**config.mk**
```make
export PLATFORM = sky130hd
export DESIGN_NAME = gray_scale_pipe
export DESIGN_NICKNAME = d
export VERILOG_FILES = /design/src/rtl/gray_scale_pkg.sv /design/src/rtl/gray_scale_lane.sv /design/src/rtl/gray_scale_pipe.sv
export SDC_FILE = /design/constraint.sdc
export NUM_CORES = 1
export LEC_CHECK = 0
export BUFFER_PORTS_ARGS = -buffer_cell sky130_fd_sc_hd__buf_2
export CAP_MARGIN = 20
export CORE_AREA = 4 4 183 185
export CTS_BUF_LIST = sky130_fd_sc_hd__clkbuf_16
export CTS_CLUSTER_DIAMETER = 60
export CTS_CLUSTER_SIZE = 40
export DETAILED_ROUTE_END_ITERATION = 10
export DIE_AREA = 0 0 187 189
export PLACE_DENSITY = 0.6
export SYNTH_ARGS = -nofsm -noshare
export SYNTH_HDL_FRONTEND = slang
export SYNTH_SLANG_ARGS = --single-unit
```
**constraint.sdc**
```tcl
create_clock -name clk -period 6.15 [get_ports clk]
set_clock_uncertainty 0.05 [all_clocks]
set_input_delay 1.23 -clock clk [delete_from_list [all_inputs] [get_ports clk]]
set_output_delay 1.23 -clock clk [all_outputs]
set_load 0.02 [all_outputs]
```
**src/rtl/gray_scale_pkg.sv**
```systemverilog
// Shared constants and helpers for the gray_scale_pipe RGB-to-luma converter.
// Default weights approximate BT.601 luma in 8-bit fixed point.
package gray_scale_pkg;

  localparam int DEF_COEF_R     = 77;
  localparam int DEF_COEF_G     = 150;
  localparam int DEF_COEF_B     = 29;
  localparam int DEF_COEF_SHIFT = 8;

  // Clamp value to the largest number representable in width bits.
  function automatic logic [63:0] sat_trunc(input logic [63:0] value, input int width);
    logic [63:0] max_val;
    max_val = (64'd1 << width) - 64'd1;
    return (value > max_val) ? max_val : value;
  endfunction

  // Extract lane number 'lane' (width bits each, lane 0 in the LSBs) from a packed bus.
  function automatic logic [63:0] lane_slice(input logic [255:0] bus, input int lane, input int width);
    logic [255:0] shifted;
    shifted = bus >> (lane * width);
    return shifted[63:0] & ((64'd1 << width) - 64'd1);
  endfunction

endpackage

```
**src/rtl/gray_scale_lane.sv**
```systemverilog
// Per-lane S1-S3 datapath: weighted products, shifted/saturated luma, gain scaling.
// All stages advance together on the shared adv enable from the top.
module gray_scale_lane
  import gray_scale_pkg::*;
#(
  parameter int PIX_W      = 8,
  parameter int COEF_W     = 8,
  parameter int COEF_R     = DEF_COEF_R,
  parameter int COEF_G     = DEF_COEF_G,
  parameter int COEF_B     = DEF_COEF_B,
  parameter int COEF_SHIFT = DEF_COEF_SHIFT,
  parameter int GAIN_W     = 16,
  parameter int GAIN_FRAC  = 0,
  parameter int OUT_W      = 16
) (
  input  logic              clk,
  input  logic              reset,
  input  logic              adv,
  input  logic [PIX_W-1:0]  r,
  input  logic [PIX_W-1:0]  g,
  input  logic [PIX_W-1:0]  b,
  input  logic [GAIN_W-1:0] gain,
  output logic [PIX_W-1:0]  gray,
  output logic [OUT_W-1:0]  gray_1
);

  localparam int PROD_W = PIX_W + COEF_W;
  localparam int SUM_W  = PROD_W + 2;
  localparam int WIDE_W = PIX_W + GAIN_W;

  localparam logic [COEF_W-1:0] CR = COEF_W'(COEF_R);
  localparam logic [COEF_W-1:0] CG = COEF_W'(COEF_G);
  localparam logic [COEF_W-1:0] CB = COEF_W'(COEF_B);

  logic [PROD_W-1:0] pr;
  logic [PROD_W-1:0] pg;
  logic [PROD_W-1:0] pb;
  logic [PIX_W-1:0]  gray_s2;
  logic [SUM_W-1:0]  sum;
  logic [PIX_W-1:0]  gray_next;
  logic [WIDE_W-1:0] wide;
  logic [OUT_W-1:0]  scaled_next;

  // gain here belongs to the beat currently held in S2, so each beat uses its own gain.
  always_comb begin
    sum         = SUM_W'(pr) + SUM_W'(pg) + SUM_W'(pb);
    gray_next   = PIX_W'(sat_trunc(64'(sum >> COEF_SHIFT), PIX_W));
    wide        = WIDE_W'(gray_s2) * WIDE_W'(gain);
    scaled_next = OUT_W'(sat_trunc(64'(wide >> GAIN_FRAC), OUT_W));
  end

  always_ff @(posedge clk or negedge reset) begin
    if (!reset) begin
      pr      <= '0;
      pg      <= '0;
      pb      <= '0;
      gray_s2 <= '0;
      gray    <= '0;
      gray_1  <= '0;
    end else if (adv) begin
      pr      <= PROD_W'(CR) * PROD_W'(r);
      pg      <= PROD_W'(CG) * PROD_W'(g);
      pb      <= PROD_W'(CB) * PROD_W'(b);
      gray_s2 <= gray_next;
      gray    <= gray_s2;
      gray_1  <= scaled_next;
    end
  end

endmodule

```
**src/rtl/gray_scale_pipe.sv**
```systemverilog
// Multi-lane pipelined RGB-to-luma converter with frame-synchronous gain scaling.
// Optional per-frame statistics are enabled by defining GRAY_SCALE_PIPE_STATS_EN.
module gray_scale_pipe
  import gray_scale_pkg::*;
#(
  parameter int LANES      = 1,
  parameter int PIX_W      = 8,
  parameter int COEF_W     = 8,
  parameter int COEF_R     = DEF_COEF_R,
  parameter int COEF_G     = DEF_COEF_G,
  parameter int COEF_B     = DEF_COEF_B,
  parameter int COEF_SHIFT = DEF_COEF_SHIFT,
  parameter int GAIN_W     = 16,
  parameter int GAIN_FRAC  = 0,
  parameter int OUT_W      = 16
) (
  input  logic                   clk,
  input  logic                   reset,
  input  logic                   s_valid,
  output logic                   s_ready,
  input  logic [LANES*PIX_W-1:0] s_r,
  input  logic [LANES*PIX_W-1:0] s_g,
  input  logic [LANES*PIX_W-1:0] s_b,
  input  logic                   s_sof,
  input  logic                   s_eof,
  input  logic [GAIN_W-1:0]      gain,
  output logic                   m_valid,
  input  logic                   m_ready,
  output logic [LANES*PIX_W-1:0] m_gray,
  output logic [LANES*OUT_W-1:0] m_gray_1,
  output logic                   m_sof,
  output logic                   m_eof
`ifdef GRAY_SCALE_PIPE_STATS_EN
  ,
  output logic                   stat_valid,
  output logic [PIX_W-1:0]       stat_max,
  output logic [PIX_W+23:0]      stat_sum,
  output logic [23:0]            stat_cnt
`endif
);

  localparam logic [GAIN_W-1:0] GAIN_UNITY = GAIN_W'(1) << GAIN_FRAC;

  if (LANES < 1 || LANES > 4) begin : g_bad_lanes
    $error("gray_scale_pipe: LANES must be 1..4");
  end
  if (COEF_SHIFT >= PIX_W + COEF_W + 2) begin : g_bad_shift
    $error("gray_scale_pipe: COEF_SHIFT must be below PIX_W+COEF_W+2");
  end
  if (OUT_W > PIX_W + GAIN_W) begin : g_bad_out_w
    $error("gray_scale_pipe: OUT_W must not exceed PIX_W+GAIN_W");
  end

  logic              adv;
  logic              accept;
  logic [GAIN_W-1:0] gain_reg;
  logic [GAIN_W-1:0] beat_gain;
  logic              v1, v2;
  logic              sof1, sof2;
  logic              eof1, eof2;
  logic [GAIN_W-1:0] g1, g2;

  assign adv       = !m_valid || m_ready;
  assign s_ready   = adv;
  assign accept    = s_valid && adv;
  assign beat_gain = s_sof ? gain : gain_reg;

  always_ff @(posedge clk or negedge reset) begin
    if (!reset) begin
      gain_reg <= GAIN_UNITY;
    end else if (accept && s_sof) begin
      gain_reg <= gain;
    end
  end

  // Valid, frame markers and gain ride alongside the lane datapath as sideband.
  always_ff @(posedge clk or negedge reset) begin
    if (!reset) begin
      v1      <= 1'b0;
      v2      <= 1'b0;
      m_valid <= 1'b0;
      sof1    <= 1'b0;
      sof2    <= 1'b0;
      m_sof   <= 1'b0;
      eof1    <= 1'b0;
      eof2    <= 1'b0;
      m_eof   <= 1'b0;
      g1      <= '0;
      g2      <= '0;
    end else if (adv) begin
      v1      <= s_valid;
      v2      <= v1;
      m_valid <= v2;
      sof1    <= s_valid && s_sof;
      sof2    <= sof1;
      m_sof   <= sof2;
      eof1    <= s_valid && s_eof;
      eof2    <= eof1;
      m_eof   <= eof2;
      g1      <= beat_gain;
      g2      <= g1;
    end
  end

  for (genvar l = 0; l < LANES; l++) begin : g_lane
    logic [PIX_W-1:0] r_l;
    logic [PIX_W-1:0] g_l;
    logic [PIX_W-1:0] b_l;

    assign r_l = PIX_W'(lane_slice(256'(s_r), l, PIX_W));
    assign g_l = PIX_W'(lane_slice(256'(s_g), l, PIX_W));
    assign b_l = PIX_W'(lane_slice(256'(s_b), l, PIX_W));

    gray_scale_lane #(
      .PIX_W     (PIX_W),
      .COEF_W    (COEF_W),
      .COEF_R    (COEF_R),
      .COEF_G    (COEF_G),
      .COEF_B    (COEF_B),
      .COEF_SHIFT(COEF_SHIFT),
      .GAIN_W    (GAIN_W),
      .GAIN_FRAC (GAIN_FRAC),
      .OUT_W     (OUT_W)
    ) u_lane (
      .clk   (clk),
      .reset (reset),
      .adv   (adv),
      .r     (r_l),
      .g     (g_l),
      .b     (b_l),
      .gain  (g2),
      .gray  (m_gray[l*PIX_W +: PIX_W]),
      .gray_1(m_gray_1[l*OUT_W +: OUT_W])
    );
  end

`ifdef GRAY_SCALE_PIPE_STATS_EN
  localparam int ST_SUM_W = PIX_W + 24;

  logic                out_fire;
  logic [PIX_W-1:0]    beat_max;
  logic [ST_SUM_W-1:0] beat_sum;
  logic [PIX_W-1:0]    acc_max;
  logic [ST_SUM_W-1:0] acc_sum;
  logic [23:0]         acc_cnt;
  logic [PIX_W-1:0]    next_max;
  logic [ST_SUM_W-1:0] next_sum;
  logic [23:0]         next_cnt;

  assign out_fire = m_valid && m_ready;

  // An sof beat restarts the accumulation from its own values.
  always_comb begin
    logic [PIX_W-1:0] lane_val;
    lane_val = '0;
    beat_max = '0;
    beat_sum = '0;
    for (int l = 0; l < LANES; l++) begin
      lane_val = PIX_W'(lane_slice(256'(m_gray), l, PIX_W));
      if (lane_val > beat_max) beat_max = lane_val;
      beat_sum = beat_sum + ST_SUM_W'(lane_val);
    end
    if (m_sof) begin
      next_max = beat_max;
      next_sum = beat_sum;
      next_cnt = 24'(LANES);
    end else begin
      next_max = (beat_max > acc_max) ? beat_max : acc_max;
      next_sum = acc_sum + beat_sum;
      next_cnt = acc_cnt + 24'(LANES);
    end
  end

  always_ff @(posedge clk or negedge reset) begin
    if (!reset) begin
      acc_max    <= '0;
      acc_sum    <= '0;
      acc_cnt    <= '0;
      stat_valid <= 1'b0;
      stat_max   <= '0;
      stat_sum   <= '0;
      stat_cnt   <= '0;
    end else begin
      stat_valid <= 1'b0;
      if (out_fire) begin
        acc_max <= next_max;
        acc_sum <= next_sum;
        acc_cnt <= next_cnt;
        if (m_eof) begin
          stat_valid <= 1'b1;
          stat_max   <= next_max;
          stat_sum   <= next_sum;
          stat_cnt   <= next_cnt;
        end
      end
    end
  end
`endif

endmodule

```
==> flow_metrics.env <==
export IMPL_die_width_um=187
export IMPL_final_layout_size_suffix_gt1_frac=0.101
export IMPL_layout_filler_cells=3135
export IMPL_vias=8759
export IMPL_crit_required_ns=6.40
export IMPL_yosys_warnings=0
export IMPL_syn_area_mm2=0.0125
export IMPL_synth_top_cell_area_share=0.261
export IMPL_cp_max_fo=18
export IMPL_cts_sinks=132
export IMPL_route_detailed_drc=0
export IMPL_num_io_pins=74
export IMPL_synthesis_nets=1644
export IMPL_grt_overflow_total=0
export IMPL_io_buffers=73
export IMPL_dpl_hpwl_um=20600
export IMPL_flip_flop_and_latch_count_after_synthesis=132
export IMPL_final_nets=1695
export IMPL_fin_cells=1789
export IMPL_post_drt_via_cell_ratio=4.90
export IMPL_setup_worst_path_end_class="flip-flop"
export IMPL_detailedRoute_firstIterationViolations=453
export IMPL_grt_setup_unrepaired="no"
export IMPL_number_of_synthesized_flops_with_an_enable_pin=0
export IMPL_critical_path_startpoint_type="flip-flop"
export IMPL_run_status="complete, no violations"
export IMPL_final_cell_area_mm2=0.0139
export IMPL_worst_slew_pin_transition_ns=0.910
export IMPL_tns_ns=0
export IMPL_timing_final_crit_share=0.956
export IMPL_yosys_most_used_dff="sky130_fd_sc_hd__dfrtp_1"
export IMPL_hold_path_class="flip-flop to flip-flop"
export IMPL_first_global_vias=8996
export IMPL_placementRows=66
export IMPL_crit_type="flip-flop to flip-flop"
export IMPL_max_cap_violations=0
export IMPL_synth_top_cell_by_area="sky130_fd_sc_hd__dfrtp_1"
export IMPL_grt_use_total=0.152
export IMPL_floorplan_initialDensity=0.391
export IMPL_post_dp_cell_area_mm2=0.0133
export IMPL_synth_most_common_cell="sky130_fd_sc_hd__nand2_1"
export IMPL_worst_slew_margin_rel=0.394
export IMPL_timing_fmax_mhz=170
export IMPL_numPlacedInstances=1758
export IMPL_cts_tree="done"
export IMPL_report_final_setup_viol=0
export IMPL_grt_antenna_before_repair=0
export IMPL_antenna_left=0
export IMPL_die_height_um=189
export IMPL_synth_cells=1318
export IMPL_netlist_top_cells_area="sky130_fd_sc_hd__dfrtp_1 26%, sky130_fd_sc_hd__fa_1 19%, sky130_fd_sc_hd__ha_1 16%, sky130_fd_sc_hd__nand2_1 6.1%, sky130_fd_sc_hd__inv_1 5.7%"
export IMPL_diodes=0
export IMPL_firstDrtPassIters=5
export IMPL_cts_htree_levels=4
export IMPL_yosysSeqAreaShare=0.263
export IMPL_area_growth_synth_to_final_pct=10.6
export IMPL_synth_common_cells="203 x sky130_fd_sc_hd__nand2_1, 191 x sky130_fd_sc_hd__inv_1, 158 x sky130_fd_sc_hd__ha_1"
export IMPL_number_of_buffers_inserted_during_clock_tree_synthesis=17
export IMPL_finalMaxSlewViolations=0
export IMPL_fp_coreArea_mm2=0.0320
export IMPL_min_period_ns=5.88
export IMPL_grt_pass1_wl_um=44500
export IMPL_synth_async_reset_ratio=1.00
export IMPL_drt_wl_total_um=26100
export IMPL_pin_count_of_the_biggest_net_entering_global_routing=95
export IMPL_max_clock_buf_depth=2
export IMPL_synth_area_per_cell_um2=9.52
export IMPL_synth_cell_types=53
export IMPL_design_die_area_mm2=0.0353
export IMPL_finalWeightedCongestion=0.818
export IMPL_clk_transition_reported_paths_ns=0.06
export IMPL_hold_violations=0
export IMPL_post_cts_repair_setup_buffers=0
export IMPL_clk_insertion_delay_late_ns=0.43
export IMPL_root_buffer="sky130_fd_sc_hd__clkbuf_16"
export IMPL_worst_endpoint_arrival_ns=6.13
export IMPL_fin_worst_hold_slack_ns=0.410
export IMPL_wl_per_instance_um=14.6
## what timing repair did
| item | CTS | global route |
|---|---|---|
| hold buffers | 0 | 0 |
| setup endpoints to repair | 0 | 16 |
| resized for setup | 0 | 3 |
## path summary, 6_finish.rpt
| path | start | cells after the start | end | slack [ns] |
|---|---|---|---|---|
| min in group asynchronous | reset | 1 | g_lane[0].u_lane.gray_1[13]$_DFFE_PN0N_ | 0.80 |
| hold reg to reg | g_lane[0].u_lane.gray[3]$_DFFE_PN0N_ | 2 | g_lane[0].u_lane.gray[3]$_DFFE_PN0N_ | 0.41 |
| hold / removal | g_lane[0].u_lane.gray[3]$_DFFE_PN0N_ | 2 | g_lane[0].u_lane.gray[3]$_DFFE_PN0N_ | 0.41 |
| setup reg to reg | g_lane[0].u_lane.gray_s2[4]$_DFFE_PN0N_ | 16 | g_lane[0].u_lane.gray_1[2]$_DFFE_PN0N_ | 0.27 |
| max in group asynchronous | reset | 2 | gain_reg[0]$_DFFE_PN1P_ | 4.15 |
| setup / recovery | g_lane[0].u_lane.gray_s2[4]$_DFFE_PN0N_ | 16 | g_lane[0].u_lane.gray_1[2]$_DFFE_PN0N_ | 0.27 |
## layout make-up
class,count,area (µm²),share of cell area
multi-input combinational,949,8330,0.601
sequential,132,3310,0.238
inverter,191,718,0.0518
tap,408,510,0.0368
clock buffer,17,425,0.0307
timing repair buffer,78,409,0.0295
clock inverter,14,166,0.0120
## critical path, cell delays in order (launching register included)
cell and delay (ns):
sky130_fd_sc_hd__dfrtp_1 0.60, sky130_fd_sc_hd__and2_1 0.29, sky130_fd_sc_hd__fa_1 0.55, sky130_fd_sc_hd__fa_1 0.44
sky130_fd_sc_hd__fa_1 0.55, sky130_fd_sc_hd__inv_1 0.06, sky130_fd_sc_hd__fa_1 0.53, sky130_fd_sc_hd__inv_1 0.04
sky130_fd_sc_hd__ha_1 0.39, sky130_fd_sc_hd__a21oi_1 0.20, sky130_fd_sc_hd__nor2b_1 0.08, sky130_fd_sc_hd__a211o_1 0.29
sky130_fd_sc_hd__a221o_1 0.39, sky130_fd_sc_hd__or3_4 0.39, sky130_fd_sc_hd__a2111oi_4 0.36, sky130_fd_sc_hd__nand4_4 0.28
sky130_fd_sc_hd__o22a_1 0.26
## placed cells by master (no fill, tap or decap), drive strengths merged, types with 2 or more instances in the layout
| master | instances |
|---|---|
| clkinvlp | 2 |
| dfrtp | 131 |
| a21oi | 56 |
| nand4 | 3 |
| a211oi | 4 |
| nand2 | 203 |
| ha | 158 |
| nand2b | 6 |
| fa | 122 |
| or3 | 4 |
| o31ai | 3 |
| mux2 | 17 |
| o21bai | 7 |
| and3 | 7 |
| or2 | 2 |
| a31oi | 5 |
| clkinv | 3 |
| o21ai | 42 |
| mux2i | 17 |
| xor2 | 24 |
| nor3 | 15 |
| a221o | 3 |
| nor2 | 42 |
| a2111oi | 3 |
| xnor2 | 25 |
| a21o | 18 |
| o22a | 22 |
| buf | 78 |
| nand3 | 7 |
| o21a | 4 |
| and2 | 105 |
| inv | 198 |
| o221ai | 2 |
| nor4 | 4 |
| o211ai | 3 |
| nor2b | 5 |
| clkbuf | 17 |
| bufinv | 2 |
## per-stage QoR
stage	utilization	setup WS, ns
global placement	0.414	0.316
global route	0.433	0.0212
floorplan	-	0.601
CTS	0.433	0.247
finish	0.433	0.269
detailed placement	0.414	0.249
## logic make-up (layout without fill, tap and decap cells)
logic type	after synthesis	count (layout)	synth area share
muxes	34	34	0.0288
buffers and inverters	237	300	0.0727
DFF	132	132	0.263
AOI/OAI and AO/OA	182	182	0.0963
xor gates and xnor gates	49	49	0.0342
adders and majority gates	280	280	0.352
and+or+nand+nor	404	404	0.152
## layer usage
metal | global-route usage | share of wire | vias to the layer above
met5 | 0 | 0 | -
met4 | 0.0319 | 0.0071 | 0
li1 | - | - | 4364
met3 | 0.0240 | 0.027 | 11
met1 | 0.211 | 0.50 | 4263
met2 | 0.252 | 0.47 | 121
Power is not shown: default switching activity piles up to over one toggle a cycle in this logic, so the estimate is an artifact.
